**src/rtl/demux_pkg.sv**
```systemverilog
// Shared types and helpers for the round-robin demux scheduler.
package demux_pkg;

  localparam int NCH = 4;

  typedef enum logic [1:0] {
    SEEK = 2'd0,
    RUN  = 2'd1,
    HOLD = 2'd2
  } state_e;

  // Next enabled channel after cur, searching cur+1, +2, +3, then cur itself.
  // Returns cur unchanged when the mask is empty.
  function automatic logic [1:0] next_en_ch(input logic [1:0] cur,
                                            input logic [NCH-1:0] mask);
    logic [1:0] idx;
    logic       hit;
    next_en_ch = cur;
    hit        = 1'b0;
    for (int i = 1; i <= NCH; i++) begin
      idx = cur + i[1:0];
      if (!hit && mask[idx]) begin
        next_en_ch = idx;
        hit        = 1'b1;
      end else begin
        hit = hit;
      end
    end
  endfunction

endpackage

```
**src/rtl/demux_rr_pick.sv**
```systemverilog
// Combinational next-enabled-channel finder shared by burst rotation,
// timeout rotation and the SEEK walk.
module demux_rr_pick
  import demux_pkg::*;
(
  input  logic [1:0]     cur_i,
  input  logic [NCH-1:0] mask_i,
  output logic [1:0]     next_o,
  output logic           found_o
);

  // Search order starts one past the current channel and wraps back to it.
  always_comb begin
    next_o  = next_en_ch(cur_i, mask_i);
    found_o = |mask_i;
  end

endmodule

```
**src/rtl/demux_rr_sched.sv**
```systemverilog
// Round-robin scheduler in front of a 1-to-4 demux: takes one valid/ready
// word stream, holds each word in an output register and steers it to a
// channel with burst rotation, an enable mask and a stall timeout.
module demux_rr_sched
  import demux_pkg::*;
#(
  parameter int DW      = 8,
  parameter int BURST   = 4,
  parameter int TIMEOUT = 16
) (
  input  logic          clk,
  input  logic          rst_n,
  input  logic          in_valid,
  input  logic [DW-1:0] in_data,
  output logic          in_ready,
  input  logic [3:0]    ch_en,
  output logic [1:0]    sel,
  output logic [DW-1:0] out_data,
  output logic [3:0]    out_valid,
  input  logic [3:0]    out_ready,
  output logic          drop,
  output logic          busy
);

  // Counter widths never collapse to zero bits for degenerate parameters.
  localparam int BW = (BURST > 1) ? $clog2(BURST) : 1;
  localparam int SW = (TIMEOUT > 0) ? $clog2(TIMEOUT + 1) : 1;
  localparam logic [BW-1:0] BURST_LAST = BW'(BURST - 1);
  localparam logic [SW-1:0] STALL_LAST = SW'((TIMEOUT > 0) ? (TIMEOUT - 1) : 0);

  state_e        state_q, state_d;
  logic [1:0]    cur_ch_q, cur_ch_d;
  logic [BW-1:0] burst_q, burst_d;
  logic [SW-1:0] stall_q, stall_d;
  logic [1:0]    sel_q, sel_d;
  logic [DW-1:0] data_q, data_d;
  logic [3:0]    valid_q, valid_d;
  logic          drop_q, drop_d;
  logic          busy_q, busy_d;

  logic [1:0]    nxt_ch_s;
  logic          any_en_s;
  logic          accept_s;

  demux_rr_pick u_pick (
    .cur_i   (cur_ch_q),
    .mask_i  (ch_en),
    .next_o  (nxt_ch_s),
    .found_o (any_en_s)
  );

  // Upstream ready: open in RUN on an enabled channel, and in HOLD only when
  // the held word leaves this cycle so back-to-back words need no bubble.
  always_comb begin
    case (state_q)
      RUN:     in_ready = ch_en[cur_ch_q];
      HOLD:    in_ready = out_ready[sel_q] & ch_en[cur_ch_q];
      default: in_ready = 1'b0;
    endcase
  end

  assign accept_s = in_valid & in_ready;

  // Next-state, counter and output-register update for the SEEK/RUN/HOLD FSM.
  always_comb begin
    state_d  = state_q;
    cur_ch_d = cur_ch_q;
    burst_d  = burst_q;
    stall_d  = stall_q;
    sel_d    = sel_q;
    data_d   = data_q;
    valid_d  = valid_q;
    drop_d   = 1'b0;
    busy_d   = busy_q;

    case (state_q)
      SEEK: begin
        burst_d = '0;
        if (ch_en[cur_ch_q]) begin
          state_d = RUN;
        end else if (any_en_s) begin
          cur_ch_d = nxt_ch_s;
          state_d  = RUN;
        end else begin
          state_d = SEEK;
        end
      end

      RUN: begin
        if (!accept_s && !ch_en[cur_ch_q]) begin
          state_d = SEEK;
        end else begin
          state_d = RUN;
        end
      end

      HOLD: begin
        if (out_ready[sel_q]) begin
          // Held word leaves; a simultaneous accept is handled below.
          busy_d  = 1'b0;
          valid_d = 4'b0000;
          stall_d = '0;
          state_d = ch_en[cur_ch_q] ? RUN : SEEK;
        end else if ((TIMEOUT > 0) && (stall_q == STALL_LAST)) begin
          // Give up on the stuck channel and move the rotation past it.
          busy_d   = 1'b0;
          valid_d  = 4'b0000;
          drop_d   = 1'b1;
          stall_d  = '0;
          burst_d  = '0;
          cur_ch_d = nxt_ch_s;
          state_d  = any_en_s ? RUN : SEEK;
        end else begin
          stall_d = stall_q + SW'(1);
        end
      end

      default: begin
        state_d = SEEK;
      end
    endcase

    // A new word always lands on the current channel and counts toward its burst.
    if (accept_s) begin
      data_d  = in_data;
      sel_d   = cur_ch_q;
      valid_d = 4'b0001 << cur_ch_q;
      busy_d  = 1'b1;
      stall_d = '0;
      state_d = HOLD;
      if (burst_q == BURST_LAST) begin
        burst_d  = '0;
        cur_ch_d = nxt_ch_s;
      end else begin
        burst_d = burst_q + BW'(1);
      end
    end else begin
      data_d = data_d;
    end
  end

  // State and output registers; reset discards any held word without a drop pulse.
  always_ff @(posedge clk or negedge rst_n) begin
    if (!rst_n) begin
      state_q  <= SEEK;
      cur_ch_q <= 2'd0;
      burst_q  <= '0;
      stall_q  <= '0;
      sel_q    <= 2'd0;
      data_q   <= '0;
      valid_q  <= 4'b0000;
      drop_q   <= 1'b0;
      busy_q   <= 1'b0;
    end else begin
      state_q  <= state_d;
      cur_ch_q <= cur_ch_d;
      burst_q  <= burst_d;
      stall_q  <= stall_d;
      sel_q    <= sel_d;
      data_q   <= data_d;
      valid_q  <= valid_d;
      drop_q   <= drop_d;
      busy_q   <= busy_d;
    end
  end

  assign sel       = sel_q;
  assign out_data  = data_q;
  assign out_valid = valid_q;
  assign drop      = drop_q;
  assign busy      = busy_q;

endmodule

```
**config.mk**
```make
export PLATFORM = sky130hd
export DESIGN_NAME = demux_rr_sched
export DESIGN_NICKNAME = d
export VERILOG_FILES = /design/src/rtl/demux_pkg.sv /design/src/rtl/demux_rr_pick.sv /design/src/rtl/demux_rr_sched.sv
export SDC_FILE = /design/constraint.sdc
export NUM_CORES = 1
export LEC_CHECK = 0
export ABC_AREA = 1
export CAP_MARGIN = 20
export CORE_MARGIN = 3
export CORE_UTILIZATION = 54
export CTS_CLUSTER_SIZE = 40
export DETAILED_ROUTE_END_ITERATION = 10
export PLACE_DENSITY_LB_ADDON = 0.15
export SLEW_MARGIN = 20
export SYNTH_ARGS = -nofsm -noshare
export SYNTH_HDL_FRONTEND = slang
export SYNTH_SLANG_ARGS = --single-unit
```
**constraint.sdc**
```tcl
create_clock -name clk -period 4.11 [get_ports clk]
set_clock_uncertainty 0.2 [all_clocks]
set_input_delay 0.822 -clock clk [delete_from_list [all_inputs] [get_ports clk]]
set_output_delay 0.822 -clock clk [all_outputs]
set_load 0.01 [all_outputs]
```
==> flow_metrics.py <==
metrics = {
    "detailed_routing": {
        "drc": 0,
        "first_pass_iters": 4,
        "viasPerCell": 5.19,
        "wirelength_mm": 3.26,
        "final_antenna_net_count": 0,
        "drt_iter0_markers": 53,
        "vias": 1444,
        "post_drt_wl_per_cell_um": 11.7,
    },
    "global_route": {
        "antenna_found_initial": 0,
        "grt_pass1_wl_mm": 5.47,
        "grt_usage": 0.196,
        "grt_max_degree": 28,
        "grt-ovfl-total": 0,
        "grt_pass1_vias": 1311,
    },
    "power_and_ir_drop": {
        "peakVddDrop_v": 0.000360,
        "p_leak_uw": 0.00106,
        "power_density_nw_per_um2": 632,
    },
    "clock_network": {
        "cts_hold_buf": 0,
        "cts_resized": 0,
        "cts_tree": "yes",
        "clock_path_buffers": 2,
        "cts_sinks": 27,
        "cts_buffers": 3,
        "post_cts_buffers": 0,
        "cts_root_buf": "clkbuf_4",
        "clk_latency_ns": 0.32,
        "clk_pin_slew_ns": 0.13,
        "h-tree-depth": 1,
    },
    "min_path": {
        "min_to": "out_valid[1]",
        "min_path_cells": 2,
        "min_from": "out_valid[1]",
        "hp-class": "flop to flop",
    },
    "sta": {
        "tns_ns": 0,
        "slew_headroom": 0.753,
        "fin_crit_ns": 3.46,
        "post-route-period-util": 0.843,
        "finalSetupViolations": 0,
        "slew_violations": 0,
        "rsz0062_at_grt": "false",
        "hold_violations": 0,
        "max_freq_ghz": 0.289,
        "worst_pin_slew_ns": 0.371,
    },
    "die": {
        "start_util": 0.572,
        "io_pins": 36,
        "die_area_sq_um": 3660,
        "dieHeight_um": 60.5,
        "core_area_sq_um": 2810,
        "core.rowCount": 19,
        "die_w_um": 60.5,
    },
    "setup_path": {
        "worstSetupEndpointType": "output port",
        "path_class": "input pin to output port",
        "startpoint": "ch_en[3]",
        "critPathLaunchType": "input pin",
        "crit_required_ns": 3.09,
        "worstPathMaxFanout": 4,
        "cp.arrival_ns": 2.44,
        "worstReg2RegEnd": "busy",
        "path_cells": "clkdlybuf4s50_1 > inv_1 > nand2_1 > nand3_2 > nand2_1 > nand3_1 > nand2_2 > nand2_1 > inv_1 > clkdlybuf4s50_1",
        "slowest_stage": "clkdlybuf4s50_1",
        "rrSetupSlack_ns": 1.91,
        "r2r-start": "cur_ch_q[0]",
        "cp_num_buf_inv": 4,
        "crit_path_frequent_cell": "nand2_1",
        "cpPeakStageDelay_ns": 0.52,
        "crit_family": "buffers and inverters",
        "r2r.worst_path.cells": 11,
    },
    "synthesis": {
        "synth_top_area_cell": "dfrtp_1",
        "synthArstFlopShare": 1.00,
        "ys_seq_elements": 27,
        "yosysMostFrequentCell": "nand2_1",
        "syn-num-nets": 240,
        "synth_common_cells": "nand2_1, dfrtp_1, nand3_1, inv_1, ha_1",
        "synthFlopType": "dfrtp_1",
        "seq_area_frac_synth": 0.421,
        "netlist-cell-type-count": 22,
        "yosys_warnings": 0,
        "avgSynthCellArea_sq_um": 7.61,
        "netlist_instances": 211,
        "synth_top_cell_area_share": 0.421,
        "synth-edff-count": 0,
        "syn_area_sq_um": 1610,
        "synthTopCellsByArea": "dfrtp_1, nand2_1, nand3_1",
    },
    "placement": {
        "post-place-cells": 274,
        "routabilityCongestion": 0.801,
        "hpwl_mm": 2.57,
        "port_buffers": 35,
    },
    "cells_and_area": {
        "drive_above_1_share": 0.0567,
        "fin_nets": 277,
        "num_antenna_cells": 0,
        "area_growth_syn_to_layout_pct": 24.4,
        "fin_cells": 278,
    },
    "status": {
        "status": "finished clean",
    },
    "job": {
        "max-cap-violations": 0,
    },
}
[area by class of cell]
cell class              count  area [sq um]
clock buffers               4          26.3
fillers                   248           808
inverters                  24          92.6
multi-input cells         156           806
flip-flops and latches     27           676
well taps                  31          38.8
repair buffers             36           358
[registers in the layout, indices dropped and copies added (netlist names)]
register	flops
out_data	8
out_valid	4
busy	1
stall_q	5
cur_ch_q	2
burst_q	2
drop	1
state_q	2
sel	2
[logic make-up (layout without fill, tap and decap cells)]
kind of cell / Yosys count / in the layout / share of synthesized area
compound gates: 17 / 17 / 0.0655
xor+xnor: 3 / 3 / 0.0164
fa+ha+maj: 10 / 10 / 0.0779
buf+inv: 28 / 64 / 0.0772
flops: 27 / 27 / 0.421
simple gates: 126 / 126 / 0.342
[routing by layer]
layer | up-vias | wire (um) | GRT usage | part of all wire
li1 | 744 | - | - | -
met5 | - | 0 | 0 | 0
met1 | 667 | 1520 | 0.246 | 0.47
met4 | 0 | 36 | 0.0681 | 0.011
met2 | 28 | 1600 | 0.349 | 0.49
met3 | 5 | 98 | 0.0255 | 0.030
[worst max-delay path by stage]
stage                     to  cells after the start
finish              in_ready                     10
global route        in_ready                     10
CTS                 in_ready                     10
detailed placement  in_ready                     10
global placement    in_ready                     10
floorplan           in_ready                      8
[through the flow]
stage	total power (uW)	hold WS [ns]	cell area [sq um]	worst slack [ns]	utilization
floorplan	911	0.265	1610	1.66	-
global placement	1140	0.254	1970	0.655	0.702
detailed placement	1160	0.264	1970	0.633	0.702
CTS	1270	0.295	2000	0.629	0.712
global route	1390	0.321	2000	0.464	0.712
finish	1260	0.289	2000	0.647	0.712
[worst register-to-register path: cells and delay by family, from the launching register on]
family	cells	cell delay, ns
buffers and inverters	1	0.10
flip-flops	1	0.59
AND/OR/NAND/NOR	10	1.22
[report_power, final]
part / internal (uW) / total (uW) / switching, uW
clock: 38.0 / 113 / 75.1
combinational: 310 / 705 / 395
sequential: 359 / 443 / 83.3
[cells in the final DEF, fill, tap and decap left out, drive strengths merged]
cell | netlist | routed
nand3 | 29 | 29
ha | 10 | 10
inv | 24 | 24
buf | 4 | 1
nand4 | 3 | 3
a21boi | 2 | 2
xor2 | 3 | 3
nor2 | 7 | 7
clkbuf | 0 | 4
o31ai | 1 | 1
a21oi | 3 | 3
nand2 | 87 | 87
o21ai | 8 | 8
o211ai | 3 | 3
clkdlybuf4s50 | 0 | 35
dfrtp | 27 | 27
No activity file was read; power rests on OpenSTA's default activity.
